<file path="config.mk">
export PLATFORM = sky130hd
export DESIGN_NAME = if_id_stage
export DESIGN_NICKNAME = d
export VERILOG_FILES = /design/src/rtl/if_id_stage.sv
export SDC_FILE = /design/constraint.sdc
export NUM_CORES = 1
export LEC_CHECK = 0
export CAP_MARGIN = 0
export CORE_AREA = 5 5 119 121
export CTS_CLUSTER_DIAMETER = 50
export CTS_CLUSTER_SIZE = 14
export DETAILED_ROUTE_END_ITERATION = 8
export DIE_AREA = 0 0 124 126
export GPL_TIMING_DRIVEN = 0
export HOLD_SLACK_MARGIN = 0.15
export PLACE_DENSITY = 0.87
export SLEW_MARGIN = 20
export SYNTH_ARGS = -nofsm -noshare
export SYNTH_HDL_FRONTEND = slang
export SYNTH_SLANG_ARGS = --single-unit
</file>
<file path="constraint.sdc">
create_clock -name clk_i -period 3 [get_ports clk_i]
set_input_delay 0.45 -clock clk_i [delete_from_list [all_inputs] [get_ports clk_i]]
set_output_delay 0.45 -clock clk_i [all_outputs]
set_load 0.02 [all_outputs]
</file>
<file path="src/rtl/if_id_stage.sv">
// Instruction fetch stage with the IF/ID pipeline register for the pipelined MIPS core.
// It holds the PC, applies load-use stalls and decode redirects, and counts accepted fetches.
module if_id_stage #(
    parameter logic [31:0] RESET_PC = 32'h0000_0000,
    parameter logic [31:0] NOP_INST = 32'h0000_0000
) (
    input  logic        clk_i,
    input  logic        rst_i,
    input  logic        start_i,
    input  logic [31:0] inst_i,
    input  logic        stall_i,
    input  logic        redirect_i,
    input  logic [31:0] redirect_pc_i,
    output logic [31:0] pc_o,
    output logic [31:0] id_inst_o,
    output logic [5:0]  id_op_o,
    output logic [31:0] id_pc_plus4_o,
    output logic        id_valid_o,
    output logic [31:0] fetch_cnt_o
);

    typedef enum logic {IDLE, RUN} state_t;

    state_t      state_q, state_d;
    logic [31:0] pc_q, pc_d;
    logic [31:0] inst_q, inst_d;
    logic [31:0] pc4_q, pc4_d;
    logic        valid_q, valid_d;
    logic [31:0] cnt_q, cnt_d;

    always_ff @(posedge clk_i) begin
        if (rst_i) begin
            state_q <= IDLE;
            pc_q    <= RESET_PC;
            inst_q  <= NOP_INST;
            pc4_q   <= 32'd0;
            valid_q <= 1'b0;
            cnt_q   <= 32'd0;
        end else begin
            state_q <= state_d;
            pc_q    <= pc_d;
            inst_q  <= inst_d;
            pc4_q   <= pc4_d;
            valid_q <= valid_d;
            cnt_q   <= cnt_d;
        end
    end

    // Stall beats redirect: a redirect seen during a stall is dropped and must be re-issued.
    always_comb begin
        state_d = state_q;
        pc_d    = pc_q;
        inst_d  = inst_q;
        pc4_d   = pc4_q;
        valid_d = valid_q;
        cnt_d   = cnt_q;
        case (state_q)
            IDLE: begin
                pc_d    = RESET_PC;
                inst_d  = NOP_INST;
                pc4_d   = 32'd0;
                valid_d = 1'b0;
                if (start_i) state_d = RUN;
            end
            RUN: begin
                if (stall_i) begin
                    state_d = RUN;
                end else if (redirect_i) begin
                    pc_d    = redirect_pc_i & ~32'h0000_0003;
                    inst_d  = NOP_INST;
                    pc4_d   = 32'd0;
                    valid_d = 1'b0;
                end else begin
                    inst_d  = inst_i;
                    pc4_d   = pc_q + 32'd4;
                    valid_d = 1'b1;
                    pc_d    = pc_q + 32'd4;
                    cnt_d   = cnt_q + 32'd1;
                end
            end
            default: state_d = IDLE;
        endcase
    end

    assign pc_o          = pc_q;
    assign id_inst_o     = inst_q;
    assign id_op_o       = inst_q[31:26];
    assign id_pc_plus4_o = pc4_q;
    assign id_valid_o    = valid_q;
    assign fetch_cnt_o   = cnt_q;

endmodule

</file>
==> impl_metrics.xml, run 1 <==
<?xml version="1.0" encoding="UTF-8"?>
<metrics>
  <group name="floorplanning">
    <metric name="initial_core_util" unit="">0.4500</metric>
    <metric name="die_ar" unit="mm^2">0.01562</metric>
    <metric name="die_h" unit="um">126</metric>
    <metric name="core_area" unit="mm^2">0.01298</metric>
    <metric name="chipWidth" unit="um">124</metric>
    <metric name="io-pin-count" unit="">204</metric>
    <metric name="placementRows" unit="">42</metric>
  </group>
  <group name="route">
    <metric name="drt_wl_total" unit="um">19980</metric>
    <metric name="postRouteAntennaNets" unit="">0</metric>
    <metric name="initialDrtViolationCount" unit="">462</metric>
    <metric name="via_per_inst" unit="">5.736</metric>
    <metric name="drt_pre_antenna_iters" unit="">7</metric>
    <metric name="remaining_drc_errors" unit="">0</metric>
    <metric name="num_vias" unit="">6206</metric>
    <metric name="wl_per_cell" unit="um">18.47</metric>
  </group>
  <group name="grt">
    <metric name="grt_start_max_net_pins" unit="">17</metric>
    <metric name="grt_usage" unit="">0.2564</metric>
    <metric name="global_route.overflow_total" unit="">0</metric>
    <metric name="initial_antenna_violation_count" unit="">1</metric>
    <metric name="first_global_vias" unit="">6036</metric>
    <metric name="wire_length_of_the_first_global_routing_pass" unit="um">31370</metric>
  </group>
  <group name="sta">
    <metric name="fmax" unit="GHz">0.3624</metric>
    <metric name="timing.clock.skew" unit="ns">0.006797</metric>
    <metric name="post-route-worst-setup-slack" unit="ns">0.2404</metric>
    <metric name="worst-slew-pin-transition" unit="ns">0.9895</metric>
    <metric name="min_tclk_post_route" unit="ns">2.760</metric>
    <metric name="setup_violations" unit="">0</metric>
    <metric name="slew-limit-headroom" unit="">0.3343</metric>
    <metric name="post_route_fraction_of_the_period_consumed_by_the_critical_path" unit="">0.9199</metric>
    <metric name="timing.setup.tns" unit="ns">0</metric>
    <metric name="report.final.slew_viol_count" unit="">0</metric>
    <metric name="grt_setup_unrepaired" unit="">no</metric>
    <metric name="finalHoldViolations" unit="">0</metric>
  </group>
  <group name="layout">
    <metric name="layout.cells.most_common" unit="">clkdlybuf4s50_1</metric>
    <metric name="antennaDiodeCount" unit="">0</metric>
    <metric name="layout-area-overhead-vs-synth" unit="%">48.33</metric>
    <metric name="layout-drive-gt1-share" unit="">0.08389</metric>
    <metric name="finalNetCount" unit="">964</metric>
    <metric name="layout.cell_area.non_filler" unit="mm^2">0.008663</metric>
    <metric name="utilization" unit="">0.6674</metric>
    <metric name="mostFrequentLayoutCells" unit="">clkdlybuf4s50_1, dfxtp_1, nor2_1</metric>
    <metric name="layout.filler_cells" unit="">1067</metric>
  </group>
  <group name="logic_synthesis">
    <metric name="postSynth.topFlopCell" unit="">dfxtp_1</metric>
    <metric name="synth_area_per_cell" unit="um^2">8.653</metric>
    <metric name="postSynthCellCount" unit="">675</metric>
    <metric name="synth.distinct_cells" unit="">66</metric>
    <metric name="postSynth.asyncResetShare" unit="">0</metric>
    <metric name="yosysSeqAreaShare" unit="">0.4353</metric>
    <metric name="synth_seq_cells" unit="">127</metric>
    <metric name="synth_edf_count" unit="">0</metric>
    <metric name="mappedNetlistArea" unit="mm^2">0.005841</metric>
    <metric name="synth_warnings" unit="">0</metric>
  </group>
  <group name="setup_path">
    <metric name="crit_type" unit="">flop to flop</metric>
    <metric name="worst_ep_arrival_time" unit="ns">3.04</metric>
    <metric name="critical_path_required" unit="ns">3.28</metric>
    <metric name="cp_max_fo" unit="">10</metric>
    <metric name="timing.critical_path.slowest_cell_delay" unit="ns">0.57</metric>
    <metric name="worstSetupStartpointType" unit="">flop</metric>
    <metric name="timing.critical_path.slowest_stage_cell" unit="">or4_1</metric>
    <metric name="worstSetupEndpointType" unit="">flop</metric>
    <metric name="critical_path.cell_chain" unit="">ha_1, clkbuf_2, nand4_2, or4_1, clkbuf_1, o311ai_0, o211ai_1</metric>
    <metric name="worst_r2r_path_depth" unit="">7</metric>
  </group>
  <group name="clock_network">
    <metric name="cts-root-buf" unit="">clkbuf_16</metric>
    <metric name="cts_resized" unit="">0</metric>
    <metric name="clock-sinks" unit="">127</metric>
    <metric name="cts_max_path_buffers" unit="">2</metric>
    <metric name="tritoncts" unit="">yes</metric>
    <metric name="htree_num_levels" unit="">4</metric>
    <metric name="post_cts.repair.setup_buffers" unit="">0</metric>
    <metric name="hold_buffers" unit="">0</metric>
    <metric name="clkLatencyLatePin" unit="ns">0.42</metric>
    <metric name="number_of_clock_buffers_inserted_by_tritoncts" unit="">17</metric>
    <metric name="cts.clk_slew.worst_paths" unit="ns">0.06</metric>
  </group>
  <group name="place">
    <metric name="post_dp_cell_area" unit="mm^2">0.008046</metric>
    <metric name="placement.io_buffers" unit="">198</metric>
    <metric name="place_worst_setup_slack" unit="ns">0.004877</metric>
    <metric name="detailedPlacementHpwl" unit="um">14750</metric>
    <metric name="final_weighted_congestion_in_routability_driven_placement" unit="">0.8683</metric>
  </group>
  <group name="run">
    <metric name="cap_violations" unit="">0</metric>
  </group>
  <group name="min_path">
    <metric name="whs_path_depth" unit="">2</metric>
    <metric name="hold_path_class" unit="">flop to flop</metric>
  </group>
  <group name="power_and_ir_drop">
    <metric name="power.density" unit="mW/mm^2">485.3</metric>
    <metric name="leakagePower" unit="nW">3.002</metric>
    <metric name="vdd_ir_drop_max" unit="mV">0.4338</metric>
  </group>
  <group name="status">
    <metric name="run_status" unit="">finished clean</metric>
  </group>
</metrics>
stage by stage:
stage	total power [W]	cells	hold slack (ns)
after floorplan	0.001921	676	0.5206
after global placement	0.002106	1050	0.4413
after detailed placement	0.002110	1050	0.4501
after CTS	0.004221	1082	0.4548
after global routing	0.004340	1082	0.4882
final	0.004204	1082	0.4535
Yosys cell counts (2+ instances only):
cell type | instances | area share
buf_6 | 3 | 0.0058
and4_1 | 4 | 0.0060
or2_2 | 10 | 0.011
inv_1 | 12 | 0.0077
or4_1 | 11 | 0.014
nor3_1 | 8 | 0.0069
clkbuf_1 | 44 | 0.028
o41ai_2 | 5 | 0.014
o311ai_1 | 3 | 0.0045
o311ai_0 | 9 | 0.013
nand2_1 | 54 | 0.035
nand4_1 | 15 | 0.016
and3_1 | 5 | 0.0054
nand3_1 | 34 | 0.029
a22oi_1 | 57 | 0.073
o31a_1 | 2 | 0.0030
buf_4 | 9 | 0.012
mux2i_1 | 6 | 0.010
and3b_1 | 2 | 0.0030
nor2b_1 | 3 | 0.0032
dfxtp_1 | 127 | 0.44
xnor2_1 | 10 | 0.015
o311ai_2 | 2 | 0.0056
o41ai_1 | 5 | 0.0075
or4b_1 | 5 | 0.0086
or3_1 | 9 | 0.0096
and2_1 | 9 | 0.0096
nor4_1 | 11 | 0.012
nor2_1 | 70 | 0.045
o31ai_1 | 3 | 0.0039
buf_2 | 6 | 0.0051
o211ai_1 | 16 | 0.021
nor4b_1 | 2 | 0.0030
o21ai_0 | 21 | 0.018
xor2_1 | 6 | 0.0090
mux2_2 | 2 | 0.0039
a41oi_1 | 2 | 0.0030
a21oi_1 | 36 | 0.031
nand2b_1 | 2 | 0.0021
buf_1 | 6 | 0.0039
o21a_1 | 3 | 0.0039
ha_1 | 2 | 0.0043
layout make-up:
cell class | instances | area (um^2) | area share
plain buffers | 70 | 339.1 | 0.03914
clock buffers | 28 | 546.8 | 0.06311
clock inverters | 4 | 70.07 | 0.008088
inverters | 12 | 45.04 | 0.005199
multi-input cells | 467 | 2918 | 0.3368
flip-flops and latches | 127 | 2542 | 0.2935
well taps | 176 | 220.2 | 0.02542
repair buffers | 198 | 1982 | 0.2288
power breakdown:
group | switching (W) | leakage, nW | internal (W)
Combinational | 0.000181 | 1.67 | 0.000166
Sequential | 0.0000218 | 1.03 | 0.00171
Clock | 0.000728 | 0.307 | 0.00140
Total | 0.000930 | 3.00 | 0.00327
flip-flops by register name, indices dropped and copies added (netlist names):
signal         cells
id_pc_plus4_o     31
fetch_cnt_o       32
pc_o              30
id_valid_o         1
state_q            1
id_inst_o         32
critical path: cells and delay by family, from the launching register on:
kind                       cells  cell delay [ns]
and+or+nand+nor                2             0.83
buffers and inverters          2             0.43
adders and majority gates      1             0.21
DFF                            1             0.50
AOI/OAI and AO/OA              2             0.66
final timing paths:
path                startpoint           endpoint  slack [ns]
max                    pc_o[2]           pc_o[30]        0.24
min          id_pc_plus4_o[16]  id_pc_plus4_o[16]        0.45
max reg2reg            pc_o[2]           pc_o[30]        0.24
min reg2reg  id_pc_plus4_o[16]  id_pc_plus4_o[16]        0.45
routing by layer:
metal / track usage / share of wire / vias up
li1: - / - / 2921
met1: 0.3026 / 0.38 / 2921
met5: 0 / 0.00065 / -
met4: 0.07990 / 0.019 / 2
met2: 0.4244 / 0.48 / 325
met3: 0.1036 / 0.12 / 37
logic make-up (layout without fill, tap and decap cells):
| kind of cell | after synthesis | after routing | synth area share |
|---|---|---|---|
| flops | 127 | 127 | 0.4353 |
| other cells | 1 | 2 | 0.0006421 |
| compound gates | 176 | 176 | 0.2194 |
| mux | 9 | 9 | 0.01607 |
| simple gates | 262 | 262 | 0.2346 |
| fa+ha+maj | 2 | 2 | 0.004284 |
| buf+inv | 82 | 312 | 0.06576 |
| xor+xnor | 16 | 16 | 0.02399 |
Note: power is estimated with default switching activity, not from simulation.
==> run 2: changes to the inputs <==
ABC_AREA = 1   (was default)
CORE_AREA = 5 5 122 124   (was 5 5 119 121)
DIE_AREA = 0 0 127 129   (was 0 0 124 126)
==> run 2 against run 1 <==
  * Flip-flop and latch count unchanged
  * Global-route usage decreased by 1.3 points
  * Synthesized cell count rose by 37%
  * Cell count increased by 24%
  * Combinational power down 16%
  * Non-clock buffer count decreased by 28
  * Sequential share of layout area is 1.2 points lower
  * First-iteration DRC count up 7.1%
  * Worst setup slack improved by 0.71 ns
  * Die area increased by 4.9%
  * Critical endpoint is now pc_o[2]
  * Largest cell class unchanged
==> impl_metrics.xml, run 2 <==
<?xml version="1.0" encoding="UTF-8"?>
<metrics>
  <group name="status">
    <metric name="run_status" unit="">finished clean</metric>
  </group>
  <group name="clock_network">
    <metric name="hold_buffers" unit="">0</metric>
    <metric name="post_cts.repair.setup_buffers" unit="">0</metric>
    <metric name="htree_num_levels" unit="">4</metric>
    <metric name="cts.clk_slew.worst_paths" unit="ns">0.06</metric>
    <metric name="clock-sinks" unit="">127</metric>
    <metric name="cts_max_path_buffers" unit="">2</metric>
    <metric name="cts_resized" unit="">0</metric>
    <metric name="clkLatencyLatePin" unit="ns">0.43</metric>
    <metric name="tritoncts" unit="">yes</metric>
    <metric name="cts-root-buf" unit="">clkbuf_16</metric>
    <metric name="number_of_clock_buffers_inserted_by_tritoncts" unit="">17</metric>
  </group>
  <group name="setup_path">
    <metric name="critical_path_required" unit="ns">2.55</metric>
    <metric name="cp_max_fo" unit="">7</metric>
    <metric name="worst_ep_arrival_time" unit="ns">1.60</metric>
    <metric name="timing.critical_path.slowest_cell_delay" unit="ns">0.70</metric>
    <metric name="worstSetupEndpointType" unit="">primary output</metric>
    <metric name="crit_type" unit="">flop to primary output</metric>
    <metric name="critical_path.cell_chain" unit="">clkdlybuf4s50_1</metric>
    <metric name="critPathTopFamily" unit="">buffers and inverters</metric>
    <metric name="critPathBufInv" unit="">1</metric>
    <metric name="worstSetupStartpointType" unit="">flop</metric>
    <metric name="timing.critical_path.slowest_stage_cell" unit="">clkdlybuf4s50_1</metric>
  </group>
  <group name="logic_synthesis">
    <metric name="synth.largest_area_cell" unit="">dfxtp_1</metric>
    <metric name="synth_edf_count" unit="">0</metric>
    <metric name="postSynth.asyncResetShare" unit="">0</metric>
    <metric name="yosysSeqAreaShare" unit="">0.4082</metric>
    <metric name="synth_warnings" unit="">0</metric>
    <metric name="synth_seq_cells" unit="">127</metric>
    <metric name="synth_area_per_cell" unit="um^2">6.726</metric>
    <metric name="synth.distinct_cells" unit="">35</metric>
    <metric name="post-synth-top-count-cell" unit="">nand2_1</metric>
    <metric name="postSynthCellCount" unit="">926</metric>
    <metric name="synth_common_cells" unit="">nand2_1, dfxtp_1, a21oi_1</metric>
    <metric name="area_share_of_the_largest_cell_type_after_synthesis" unit="">0.4082</metric>
    <metric name="postSynth.topFlopCell" unit="">dfxtp_1</metric>
    <metric name="mappedNetlistArea" unit="mm^2">0.006228</metric>
    <metric name="synth_top_cells_by_area" unit="">dfxtp_1, nand2_1, a21oi_1</metric>
  </group>
  <group name="floorplanning">
    <metric name="die_ar" unit="mm^2">0.01638</metric>
    <metric name="placementRows" unit="">43</metric>
    <metric name="die_h" unit="um">129</metric>
    <metric name="io-pin-count" unit="">204</metric>
    <metric name="initial_core_util" unit="">0.4558</metric>
    <metric name="chipWidth" unit="um">127</metric>
    <metric name="core_area" unit="mm^2">0.01367</metric>
  </group>
  <group name="place">
    <metric name="placement.io_buffers" unit="">198</metric>
    <metric name="placed_cells" unit="">1305</metric>
    <metric name="final_weighted_congestion_in_routability_driven_placement" unit="">0.9367</metric>
    <metric name="detailedPlacementHpwl" unit="um">15530</metric>
    <metric name="post_dp_cell_area" unit="mm^2">0.008439</metric>
  </group>
  <group name="sta">
    <metric name="post_route_fraction_of_the_period_consumed_by_the_critical_path" unit="">0.6841</metric>
    <metric name="finalHoldViolations" unit="">0</metric>
    <metric name="timing.clock.skew" unit="ns">0.007274</metric>
    <metric name="min_tclk_post_route" unit="ns">2.052</metric>
    <metric name="slew-limit-headroom" unit="">0.5776</metric>
    <metric name="report.final.slew_viol_count" unit="">0</metric>
    <metric name="fmax" unit="GHz">0.4873</metric>
    <metric name="worst-slew-pin-transition" unit="ns">0.6336</metric>
    <metric name="grt_setup_unrepaired" unit="">no</metric>
    <metric name="timing.setup.tns" unit="ns">0</metric>
    <metric name="setup_violations" unit="">0</metric>
  </group>
  <group name="route">
    <metric name="num_vias" unit="">6818</metric>
    <metric name="wl_per_cell" unit="um">15.07</metric>
    <metric name="via_per_inst" unit="">5.099</metric>
    <metric name="remaining_drc_errors" unit="">0</metric>
    <metric name="drt_wl_total" unit="um">20150</metric>
    <metric name="initialDrtViolationCount" unit="">495</metric>
    <metric name="drt_pre_antenna_iters" unit="">6</metric>
    <metric name="postRouteAntennaNets" unit="">0</metric>
  </group>
  <group name="power_and_ir_drop">
    <metric name="power_frac_seq" unit="">0.419</metric>
    <metric name="internal_power" unit="W">0.003193</metric>
    <metric name="totalPowerFinal" unit="W">0.004111</metric>
    <metric name="power.density" unit="mW/mm^2">454.8</metric>
    <metric name="share_comb_of_total_power" unit="">0.070</metric>
    <metric name="vdd_ir_drop_max" unit="mV">0.4318</metric>
    <metric name="p_sw" unit="W">0.0009182</metric>
    <metric name="switching_share_of_power" unit="">0.2234</metric>
    <metric name="leakagePower" unit="nW">3.152</metric>
    <metric name="clock_power_share" unit="">0.510</metric>
  </group>
  <group name="layout">
    <metric name="finalNetCount" unit="">1215</metric>
    <metric name="layout.cells.most_common" unit="">nand2_1</metric>
    <metric name="layout-drive-gt1-share" unit="">0.08297</metric>
    <metric name="layout-area-overhead-vs-synth" unit="%">45.14</metric>
    <metric name="mostFrequentLayoutCells" unit="">nand2_1, clkdlybuf4s50_1, dfxtp_1</metric>
    <metric name="layoutNonFillerInstCount" unit="">1337</metric>
    <metric name="antennaDiodeCount" unit="">0</metric>
    <metric name="layout.cell_area.non_filler" unit="mm^2">0.009040</metric>
  </group>
  <group name="min_path">
    <metric name="hold_path_class" unit="">flop to flop</metric>
  </group>
  <group name="grt">
    <metric name="grt_usage" unit="">0.2434</metric>
    <metric name="grt_start_max_net_pins" unit="">17</metric>
    <metric name="first_global_vias" unit="">6389</metric>
    <metric name="global_route.overflow_total" unit="">0</metric>
    <metric name="wire_length_of_the_first_global_routing_pass" unit="um">31870</metric>
    <metric name="initial_antenna_violation_count" unit="">0</metric>
  </group>
  <group name="run">
    <metric name="cap_violations" unit="">0</metric>
  </group>
</metrics>
==> run 2: cell families after synthesis <==
family                   Yosys count  synth area share
adder cells (fa/ha/maj)            2          0.004017
flip-flops                       127            0.4082
AO/OA/AOI/OAI                    157            0.1344
buffers and inverters            128           0.09642
AND/OR/NAND/NOR                  500            0.3409
XOR/XNOR                          11           0.01547
other                              1         0.0006021
==> run 2: path summary, 6_finish.rpt <==
kind / from / end / slack [ns] / cells after the start
worst min-delay path: id_pc_plus4_o[16] / id_pc_plus4_o[16] / 0.46 / 2
worst max-delay path: pc_o[2] / pc_o[2] / 0.95 / 1
worst max register to register: pc_o[2] / pc_o[22] / 1.12 / 9
worst min register to register: id_pc_plus4_o[16] / id_pc_plus4_o[16] / 0.46 / 2
==> run 2: routing by layer <==
layer	GRT usage	routed length, um
met3	0.06891	1727
met2	0.4159	9557
met1	0.2926	8382
met4	0.09022	485
met5	0	0
==> run 2: layout make-up <==
type | instances | area [um^2]
plain buffers | 42 | 277.8
clock buffers | 22 | 464.2
clock inverters | 10 | 136.4
fillers | 1195 | 4626
inverters | 86 | 322.8
multi-input cells | 672 | 3089
flip-flops and latches | 127 | 2542
well taps | 180 | 225.2
repair buffers | 198 | 1982
==> run 2: power groups by stage <==
| stage | logic [W] | clock network [W] | registers [W] |
|---|---|---|---|
| after global placement | 0.000287 | 0 | 0.00176 |
| final | 0.000290 | 0.00210 | 0.00172 |
| after global routing | 0.000311 | 0.00219 | 0.00173 |
| after CTS | 0.000291 | 0.00211 | 0.00172 |
| after detailed placement | 0.000288 | 0 | 0.00176 |
| after floorplan | 0.000107 | 0 | 0.00177 |
==> run 2: tightest hold or removal path, cell delays in order, from the launching register on <==
cell and delay, ns:
dfxtp_1 0.30, nand2_1 0.06, a21oi_1 0.05
==> run 2: through the flow <==
| stage | setup WS (ns) | hold WS [ns] | utilization |
|---|---|---|---|
| after CTS | 0.9278 | 0.4610 | 0.6615 |
| after global routing | 0.9087 | 0.4771 | 0.6615 |
| after floorplan | 1.389 | 0.5314 | - |
| after global placement | 0.7521 | 0.4476 | 0.6176 |
| final | 0.9477 | 0.4597 | 0.6615 |
| after detailed placement | 0.7718 | 0.4527 | 0.6176 |
